### src/rtl/mxn_set_packer.sv
// Streaming packer: gathers SETS operand sets of WIDTH bits into one packed word
// (set i at bits [i*WIDTH +: WIDTH]); in_last flushes a partial word early.
module mxn_set_packer #(
    parameter int WIDTH = 4,
    parameter int SETS  = 2,
    localparam int CW   = $clog2(SETS + 1)
) (
    input  logic                  clk,
    input  logic                  rst_n,
    input  logic [WIDTH-1:0]      in_set,
    input  logic                  in_valid,
    input  logic                  in_last,
    output logic                  in_ready,
    output logic [SETS*WIDTH-1:0] out_packed,
    output logic [CW-1:0]         out_count,
    output logic                  out_valid,
    input  logic                  out_ready
);

    localparam int IW = (SETS > 1) ? $clog2(SETS) : 1;

    if (WIDTH < 1) begin : g_bad_width
        $error("mxn_set_packer: WIDTH must be >= 1");
    end
    if (SETS < 1) begin : g_bad_sets
        $error("mxn_set_packer: SETS must be >= 1");
    end

    typedef enum logic {EMPTY, FILLING} fill_e;

    fill_e                 state_q, state_d;
    logic [IW-1:0]         idx_q, idx_d;
    logic [SETS*WIDTH-1:0] acc_q, acc_d;
    logic [SETS*WIDTH-1:0] packed_q, packed_d;
    logic [CW-1:0]         count_q, count_d;
    logic                  valid_q, valid_d;

    logic                  accept, emit, complete;
    logic [SETS*WIDTH-1:0] merged;

    // out_ready -> in_ready is combinational so a draining word frees the slot at once
    assign in_ready = rst_n && (!valid_q || out_ready);
    assign accept   = in_valid && in_ready;
    assign emit     = valid_q && out_ready;
    assign complete = accept && ((idx_q == IW'(SETS - 1)) || in_last);

    always_comb begin
        merged = (state_q == EMPTY) ? '0 : acc_q;
        merged[int'(idx_q)*WIDTH +: WIDTH] = in_set;
    end

    always_comb begin
        state_d  = state_q;
        idx_d    = idx_q;
        acc_d    = acc_q;
        packed_d = packed_q;
        count_d  = count_q;
        valid_d  = valid_q;
        if (emit) begin
            valid_d = 1'b0;
        end
        if (complete) begin
            packed_d = merged;
            count_d  = CW'(int'(idx_q) + 1);
            valid_d  = 1'b1;
            acc_d    = '0;
            idx_d    = '0;
            state_d  = EMPTY;
        end else if (accept) begin
            acc_d   = merged;
            idx_d   = idx_q + IW'(1);
            state_d = FILLING;
        end
    end

    always_ff @(posedge clk or negedge rst_n) begin
        if (!rst_n) begin
            state_q  <= EMPTY;
            idx_q    <= '0;
            acc_q    <= '0;
            packed_q <= '0;
            count_q  <= '0;
            valid_q  <= 1'b0;
        end else begin
            state_q  <= state_d;
            idx_q    <= idx_d;
            acc_q    <= acc_d;
            packed_q <= packed_d;
            count_q  <= count_d;
            valid_q  <= valid_d;
        end
    end

    assign out_packed = packed_q;
    assign out_count  = count_q;
    assign out_valid  = valid_q;

endmodule
### config.mk
export PLATFORM = sky130hd
export DESIGN_NAME = mxn_set_packer
export DESIGN_NICKNAME = d
export VERILOG_FILES = /design/src/rtl/mxn_set_packer.sv
export SDC_FILE = /design/constraint.sdc
export NUM_CORES = 1
export LEC_CHECK = 0
export CORE_UTILIZATION = 44
export DETAILED_ROUTE_END_ITERATION = 16
export PLACE_DENSITY = 0.73
export SLEW_MARGIN = 20
export SYNTH_ARGS = -nofsm -noshare
export SYNTH_HDL_FRONTEND = slang
export SYNTH_SLANG_ARGS = --single-unit
### constraint.sdc
create_clock -name clk -period 1.22 [get_ports clk]
set_clock_uncertainty 0.05 [all_clocks]
set_input_delay 0.183 -clock clk [delete_from_list [all_inputs] [get_ports clk]]
set_output_delay 0.183 -clock clk [all_outputs]
set_load 0.005 [all_outputs]
==> results.ini <==
[cells_and_area]
fill_cells = 143
final_util_pct = 71.8
fin_area_um2 = 1480
antenna_cells = 0
drive_above_1_share_pct = 39.5
register_area_um2 = 526
finalNetCount = 139
multiInputGateArea_um2 = 459
syn_to_final_growth_pct = 46.6

[critical_path]
end_kind = flip-flop
critPathBufInv = 2
path_max_fanout = 2
critPathArrivalTime_ps = 1610
max_stage_delay_ps = 410
reg2reg_to = out_packed[0]
regToRegSetupSlack_ps = -250
crit_family = flip-flops
startpoint_type = flip-flop
path_cells = buf_6, nor2b_4, nor3_4, buf_4, mux2_2
cp.depth = 5
r2r_start = out_valid
required_ps = 1370
reg2regPathDepth = 5
slowest_stage = dfrtp_1
path_class = reg2reg

[placed_design]
dp_slack_ps = -515
dpl_cell_area_um2 = 1330
portBuffers = 20
dp_hpwl_um = 1500
routabilityCongestion = 0.740

[clocking]
cts_tree = yes
root_buffer = clkbuf_4
clock_sinks = 21
path_clk_slew_ps = 120
cts_made_buffers = 3
cts.path.max_buffers = 2
insertion_delay_ps = 300
h-tree-depth = 1

[hold_path]
hold_class = in2async

[grt]
grt_pass1_vias = 777
antenna_found_initial = 0
grt_max_degree = 19
overflow = 0
grt_use_total_pct = 19.9
grt_pass1_wl_um = 3650

[job]
maxCapViolCount = 0

[logic_synthesis]
synth_area_leaders = dfrtp_1 52%, mux2_4 12%, o21ai_0 5.0%, nor2b_1 3.1%, o31ai_1 3.0%
syn_area_um2 = 1010
syn-num-nets = 92
synth-seq-cells = 21
yosysSeqAreaShare_pct = 52.0
syn_area_per_cell_um2 = 12.2
syn_inst = 83
netlist.area_leader.share_pct = 52.0
netlist-cell-type-count = 22
synth.largest_area_cell = dfrtp_1
ys_warn_count = 0

[sta]
worst_pin_slew_ps = 248
max_freq_ghz = 0.682
setup_viol = 21
drv_slew = 0
hold_violations = 0
totalNegativeSetupSlack_ps = -3310
fin_ws_ps = -247
rsz0062_at_grt = yes
fin_crit_ps = 1470
max-slew-margin-rel_pct = 83.4
period_share_pct = 120

[detailed_routing]
vias = 778
drt-pass1-iter-count = 4
drc = 0
via_per_inst = 4.99
drtIter0Drc = 10
wl_per_cell_um = 13.9
ant_nets = 0
drt_wl_total_um = 2170

[run_status]
outcome = complete, but fails checks
violations = setup timing

[floorplan]
num_rows = 16
die_w_um = 49.9
die_y_um = 49.9
die_area_um2 = 2490
fp.coreArea_um2 = 2060
initial_utilization_pct = 49.0
boundaryPins = 21

[power_and_ir_drop]
p_leak_nw = 0.716
vdd_drop_max_uv = 885
power_density_nw_per_um2 = 1390

==> report_power, final <==
group	total (mW)	switching, mW	internal (mW)
sequential	0.910	0.0788	0.831
clock	0.336	0.209	0.127
combinational	0.814	0.291	0.523
total	2.06	0.579	1.48
==> cell usage after synthesis (all sizes together) <==
cell type   n
dfrtp      21
mux2       10
o21ai      10
nand2       7
nor2b       6
buf         5
inv         5
nand3       4
o31ai       4
a22o        3
nor2        2
a211oi      1
and2        1
mux2i       1
nand2b      1
nor3        1
o21ba       1
==> routing by layer <==
| metal | routed length (µm) | GRT usage (%) | up-vias |
|---|---|---|---|
| li1 | - | - | 378 |
| met1 | 963 | 25.7 | 386 |
| met2 | 1140 | 34.9 | 14 |
| met3 | 62 | 2.78 | 0 |
| met4 | 0 | 4.29 | 0 |
| met5 | 0 | 0 | - |
==> registers in the layout, indices dropped and copies added, names as in the netlist <==
register    flops
state_q         1
out_valid       1
out_packed      8
out_count       2
acc_q           8
idx_q           1
==> how the worst max path moves through the flow <==
stage	end	start
after CTS	out_packed[0]	out_valid
after floorplan	out_count[1]	idx_q
after global routing	out_packed[0]	out_valid
after global placement	out_packed[0]	rst_n
final	out_packed[0]	out_valid
after detailed placement	out_packed[6]	rst_n
==> kinds of logic (layout without fill, tap and decap cells) <==
group / after synthesis / in the layout / synth area share [%]
AO/OA/AOI/OAI: 19 / 19 / 12.8
buffers and inverters: 10 / 56 / 5.82
flip-flops: 21 / 21 / 52.0
multiplexers: 11 / 11 / 15.1
AND/OR/NAND/NOR: 22 / 22 / 14.3
==> metrics by stage <==
stage	hold slack, ps	power, mW	instances
floorplan	-163	1.25	83
global placement	437	1.59	139
detailed placement	441	1.62	139
CTS	168	2.03	154
global route	189	2.17	156
finish	174	2.06	156
==> what timing repair did <==
item                                   4_1_cts  5_1_grt
hold buffers                                 0        0
setup buffers                               11        3
setup endpoints to repair                   28       27
gates resized for setup                     23       14
endpoints found under the hold margin        0        0
==> cell type report <==
| cell class | count | area share (%) |
|---|---|---|
| inverters | 5 | 1.27 |
| repair buffers | 47 | 28.1 |
| multi-input cells | 52 | 31.0 |
| clock buffers | 4 | 1.78 |
| flip-flops and latches | 21 | 35.5 |
| well taps | 27 | 2.28 |
==> placed cells by master, fill, tap and decap left out <==
cell	instances
a211oi_4	1
a22o_1	3
and2_1	1
buf_12	1
buf_2	1
buf_4	23
buf_6	4
clkbuf_1	1
clkbuf_4	3
clkdlybuf4s15_1	5
clkdlybuf4s50_1	8
dfrtp_1	21
dlygate4sd2_1	5
inv_1	5
mux2_2	2
mux2_4	8
mux2i_1	1
nand2_1	7
nand2b_1	1
nand3_1	4
nor2_4	1
nor2_8	1
nor2b_1	5
nor2b_4	1
nor3_4	1
o21ai_0	6
o21ai_1	2
o21ai_2	2
o21ba_4	1
o31ai_1	3
o31ai_2	1
(Power assumes the default switching activity.)
==> variant 1 (config.mk and constraints unchanged) <==
Set the parameter `WIDTH` to 6 (it was 4).
--- a/src/rtl/mxn_set_packer.sv
+++ b/src/rtl/mxn_set_packer.sv
@@ -3,3 +3,3 @@
 module mxn_set_packer #(
-    parameter int WIDTH = 4,
+    parameter int WIDTH = 6,
     parameter int SETS  = 2,
Ports: changed (resized in_set and out_packed); port bits go from 21 to 27. No check against the original RTL was run, so the function may have changed too.
==> variant 1 against the original RTL <==
Power is 60% higher; the flow finishes with violations (design-rule violations, negative setup slack); routed wire length up 39%; via count rose by 34%; clock power increased by 140%; worst setup slack better by 0.039 ns; final area grew 33%; global-route usage rose by 0.45 points; final cell count grew 29%; critical endpoint is now out_packed[8]; sequential cell count is 8 higher; area after synthesis rose by 33%; hold slack improved by 0.14 ns; highest routed layer is now met4.
==> variant 1: results (changes against the original RTL) <==
| Metric | Value |
|---|---|
| Seq. pwr | 1.32 mW (+45%) |
| Drt wl/cell | 14.9 um (+7.3%) |
| Max VDD drop | 1.10 mV (+25%) |
| Syn nets | 126 (+37%) |
| Failing checks | design-rule violations, negative setup slack |
| Non-filler cells, final | 202 (+29%) |
| Cell Area, Placed | 0.00177 sq mm (+33%) |
| Fraction of layout cells with a size suffix above 1 | 33.9% (-5.6 points) |
| Hold_ws | 0.310 ns (+0.136 ns) |
| CP max FO | 7 (+5) |
| H-tree lvl count | 2 (+1) |
| Largest net degree at the start of global routing | 18 (-1) |
| Combinational power | 1.17 mW (+44%) |
| Crit path DAT | 1.59 ns (-0.02 ns) |
| # DRC | 1 (+1) |
| Setup WS post-layout | -0.208 ns (+0.0391 ns) |
| Clk_lat worst skew | 0.32 ns (+0.02 ns) |
| Clk slew on worst S/H paths | 0.09 ns (-0.03 ns) |
| TNS Setup | -4.01 ns (-0.700 ns) |
| Clock-net power | 0.818 mW (+140%) |
| Status | finished, violations left |
| Synth Instances | 115 (+39%) |
| First-pass GRT wire length | 4860 um (+33%) |
| Slew margin rel. | 77.9% (-5.5 points) |
| Fin nets | 181 (+30%) |
| Synth top area cells | dfrtp_1, nor2b_1, mux2i_1 |
| Crit path capture | out_packed[8] |
| Setup-failing EPs final | 24 (+14%) |
## variant 1: cell count changes after synthesis, moves of 2 or more
cell	unedited run	this run
clkbuf_1	0	3
nor2b_1	5	13
dfrtp_1	21	29
o21ai_0	10	8
mux2_4	8	4
inv_1	5	7
a21oi_1	0	6
a22o_1	3	6
o31ai_1	4	6
nand3_1	4	0
mux2i_1	1	6
mux2_2	2	4
## variant 1: repair_timing
action | 4_1_cts | 5_1_grt
gates cloned | 0 | 0
gates resized for setup | 36 | 21
pin swaps | 0 | 2
endpoints found under the hold margin | 0 | 0
endpoints found under the setup margin | 38 | 40
setup buffers | 4 | 5
## variant 1: area by class of cell
cell class | instances | area (sq um) | area share, %
clock buffers | 7 | 55.1 | 2.79
clock inverters | 1 | 30.0 | 1.52
inverters | 7 | 26.3 | 1.33
multi-input cells | 72 | 598 | 30.3
flip-flops and latches | 29 | 727 | 36.9
well taps | 31 | 38.8 | 1.97
repair buffers | 55 | 495 | 25.1
## variant 1: kinds of logic after synthesis
logic type | synth area share (%)
multiplexers | 12.3
AO/OA/AOI/OAI | 14.5
buffers and inverters | 5.11
flip-flops | 53.9
AND/OR/NAND/NOR | 14.3
## variant 1: per-layer routing
layer / global-route usage (%) / part of all wire (%) / wire length, um / vias to the layer above
met4: 9.41 / 1.7 / 51 / 0
met1: 26.0 / 43 / 1310 / 502
met5: 0 / 0 / 0 / -
met3: 6.58 / 5.1 / 154 / 6
li1: - / - / - / 508
met2: 31.4 / 50 / 1500 / 28
## variant 1: stage by stage
step	setup WS [ns]	util (%)
finish	-0.208	69.7
global placement	-0.464	62.5
detailed placement	-0.498	62.5
global route	-0.265	69.7
floorplan	-0.133	-
CTS	-0.211	66.7
==> variant 2 (same flow settings) <==
Made on the original files. Reset style: synchronous (`rst_n`), changed in one clocked block.
--- a/src/rtl/mxn_set_packer.sv
+++ b/src/rtl/mxn_set_packer.sv
@@ -75,3 +75,3 @@
 
-    always_ff @(posedge clk or negedge rst_n) begin
+    always_ff @(posedge clk) begin
         if (!rst_n) begin
Behaviour: differs if rst_n is asserted again (counterexample within 4 cycles, from zero or initial values and one cycle with rst_n low); with rst_n held inactive, the same outputs for 10 cycles.
==> variant 2 against the original RTL <==
Combinational power down 49%; power down 25%; routed wire length up 42%; the run still ends with negative setup slack left; largest cell class is now multi-input gates; sequential cell count unchanged; final area up 12%; worst setup slack better by 0.22 ns; synthesized cell count up 22%; area after synthesis up 1.9%; largest power group unchanged.
==> variant 2: results (changes against the original RTL) <==
| Metric | Value |
|---|---|
| Status | finished, violations left |
| Failing checks | negative setup slack |
| Xor/xnor cell area share of the yosys netlist | 0% (unchanged) |
| H-tree lvl count | 1 (unchanged) |
| Post-detailed-routing wire length | 3080 um (+42%) |
| M2 GR Usage | 39.1% (+4.2 points) |
| M1 wire length | 1340 um (+39%) |
| Largest net degree at the start of global routing | 13 (-6) |
| Setup-failing EPs final | 7 (-67%) |
| Slowest cell on crit path | dfxtp_4 |
| Vias/cell | 6.01 (+21%) |
| Synth top area cells | dfxtp_1, a211oi_2, a31oi_1 |
| Met3 routed WL | 131 um (+110%) |
| TNS Setup | -0.0801 ns (+3.23 ns) |
| Non-filler cells, final | 164 (+5.1%) |
| Leakage | 0.633 nW (-12%) |
| Post-cts sizing count | 53 (+130%) |
| Met1 Use GR | 29.2% (+3.5 points) |
| Slew @ Worst Pin | 0.246 ns (-0.00171 ns) |
| Syn nets | 110 (+20%) |
| Vias in the first global route | 878 (+13%) |
| Asr flop ratio synth | 0% (-100 points) |
| Hold Crit Class | input port to flip-flop |
| Routing usage on met3 | 3.64% (+0.86 points) |
| CP max FO | 3 (+1) |
| Setup Fix Bufs, Post-CTS | 2 (-9) |
| Synth unique cells | 23 (+4.5%) |
| Max layer used | met4 |
| Max VDD drop | 0.630 mV (-29%) |
| Pre-CTS WS | -0.417 ns (+0.0983 ns) |
| Hold path start | rst_n |
| Max incr delay on CP | 0.37 ns (-0.04 ns) |
| DPL Wire Length | 1680 um (+11%) |
| Crit path DAT | 1.01 ns (-0.60 ns) |
| Fraction of layout cells with a size suffix above 1 | 63.2% (+24 points) |
| Synth top cells by count | dfxtp_1, a211oi_2, a21oi_1 |
| Cell Area, Placed | 0.00136 sq mm (+2.6%) |
| Post-synthesis mux area share | 0% (-15 points) |
| Complex-gate fraction of the synthesized area | 37.0% (+24 points) |
| Initial drt markers | 21 (+11) |
| Setup WS post-layout | -0.0278 ns (+0.219 ns) |
| RR Startpoint | idx_q |
| RePlAce Congestion | 0.767 (+3.6%) |
| DR WL met2 | 1530 um (+33%) |
| Clk_lat worst skew | 0.32 ns (+0.02 ns) |
| Synth Instances | 101 (+22%) |
| First-pass GRT wire length | 4250 um (+16%) |
## variant 2: cell count changes in the layout (fill, tap and decap cells not counted), sizes merged, moves of 10 or more
cell    delta
a31oi     +13
dfrtp     -21
a211oi    +15
dfxtp     +21
mux2      -10
a21oi     +15
o21ai     -10
## variant 2: final timing paths
check	endpoint	slack, ns	cells after the start
setup / recovery	in_ready	-0.03	3
hold / removal	out_valid	0.33	3
setup reg to reg	out_packed[0]	-0.02	5
hold reg to reg	out_count[1]	0.44	2
## variant 2: cell families after synthesis
group | count (synthesis)
AO/OA/AOI/OAI | 47
AND/OR/NAND/NOR | 20
flip-flops | 21
buffers and inverters | 13
## variant 2: power breakdown
part | switching (mW) | total [mW] | internal [mW]
clock | 0.233 | 0.356 | 0.123
combinational | 0.203 | 0.418 | 0.215
sequential | 0.0368 | 0.763 | 0.726
## variant 2: cell type report
type,count,area [sq um]
multi-input combinational,69,759
tap,28,35.0
clock buffer,3,22.5
timing repair buffer,40,384
inverter,2,7.51
clock inverter,1,5.00
fill,140,557
sequential,21,442
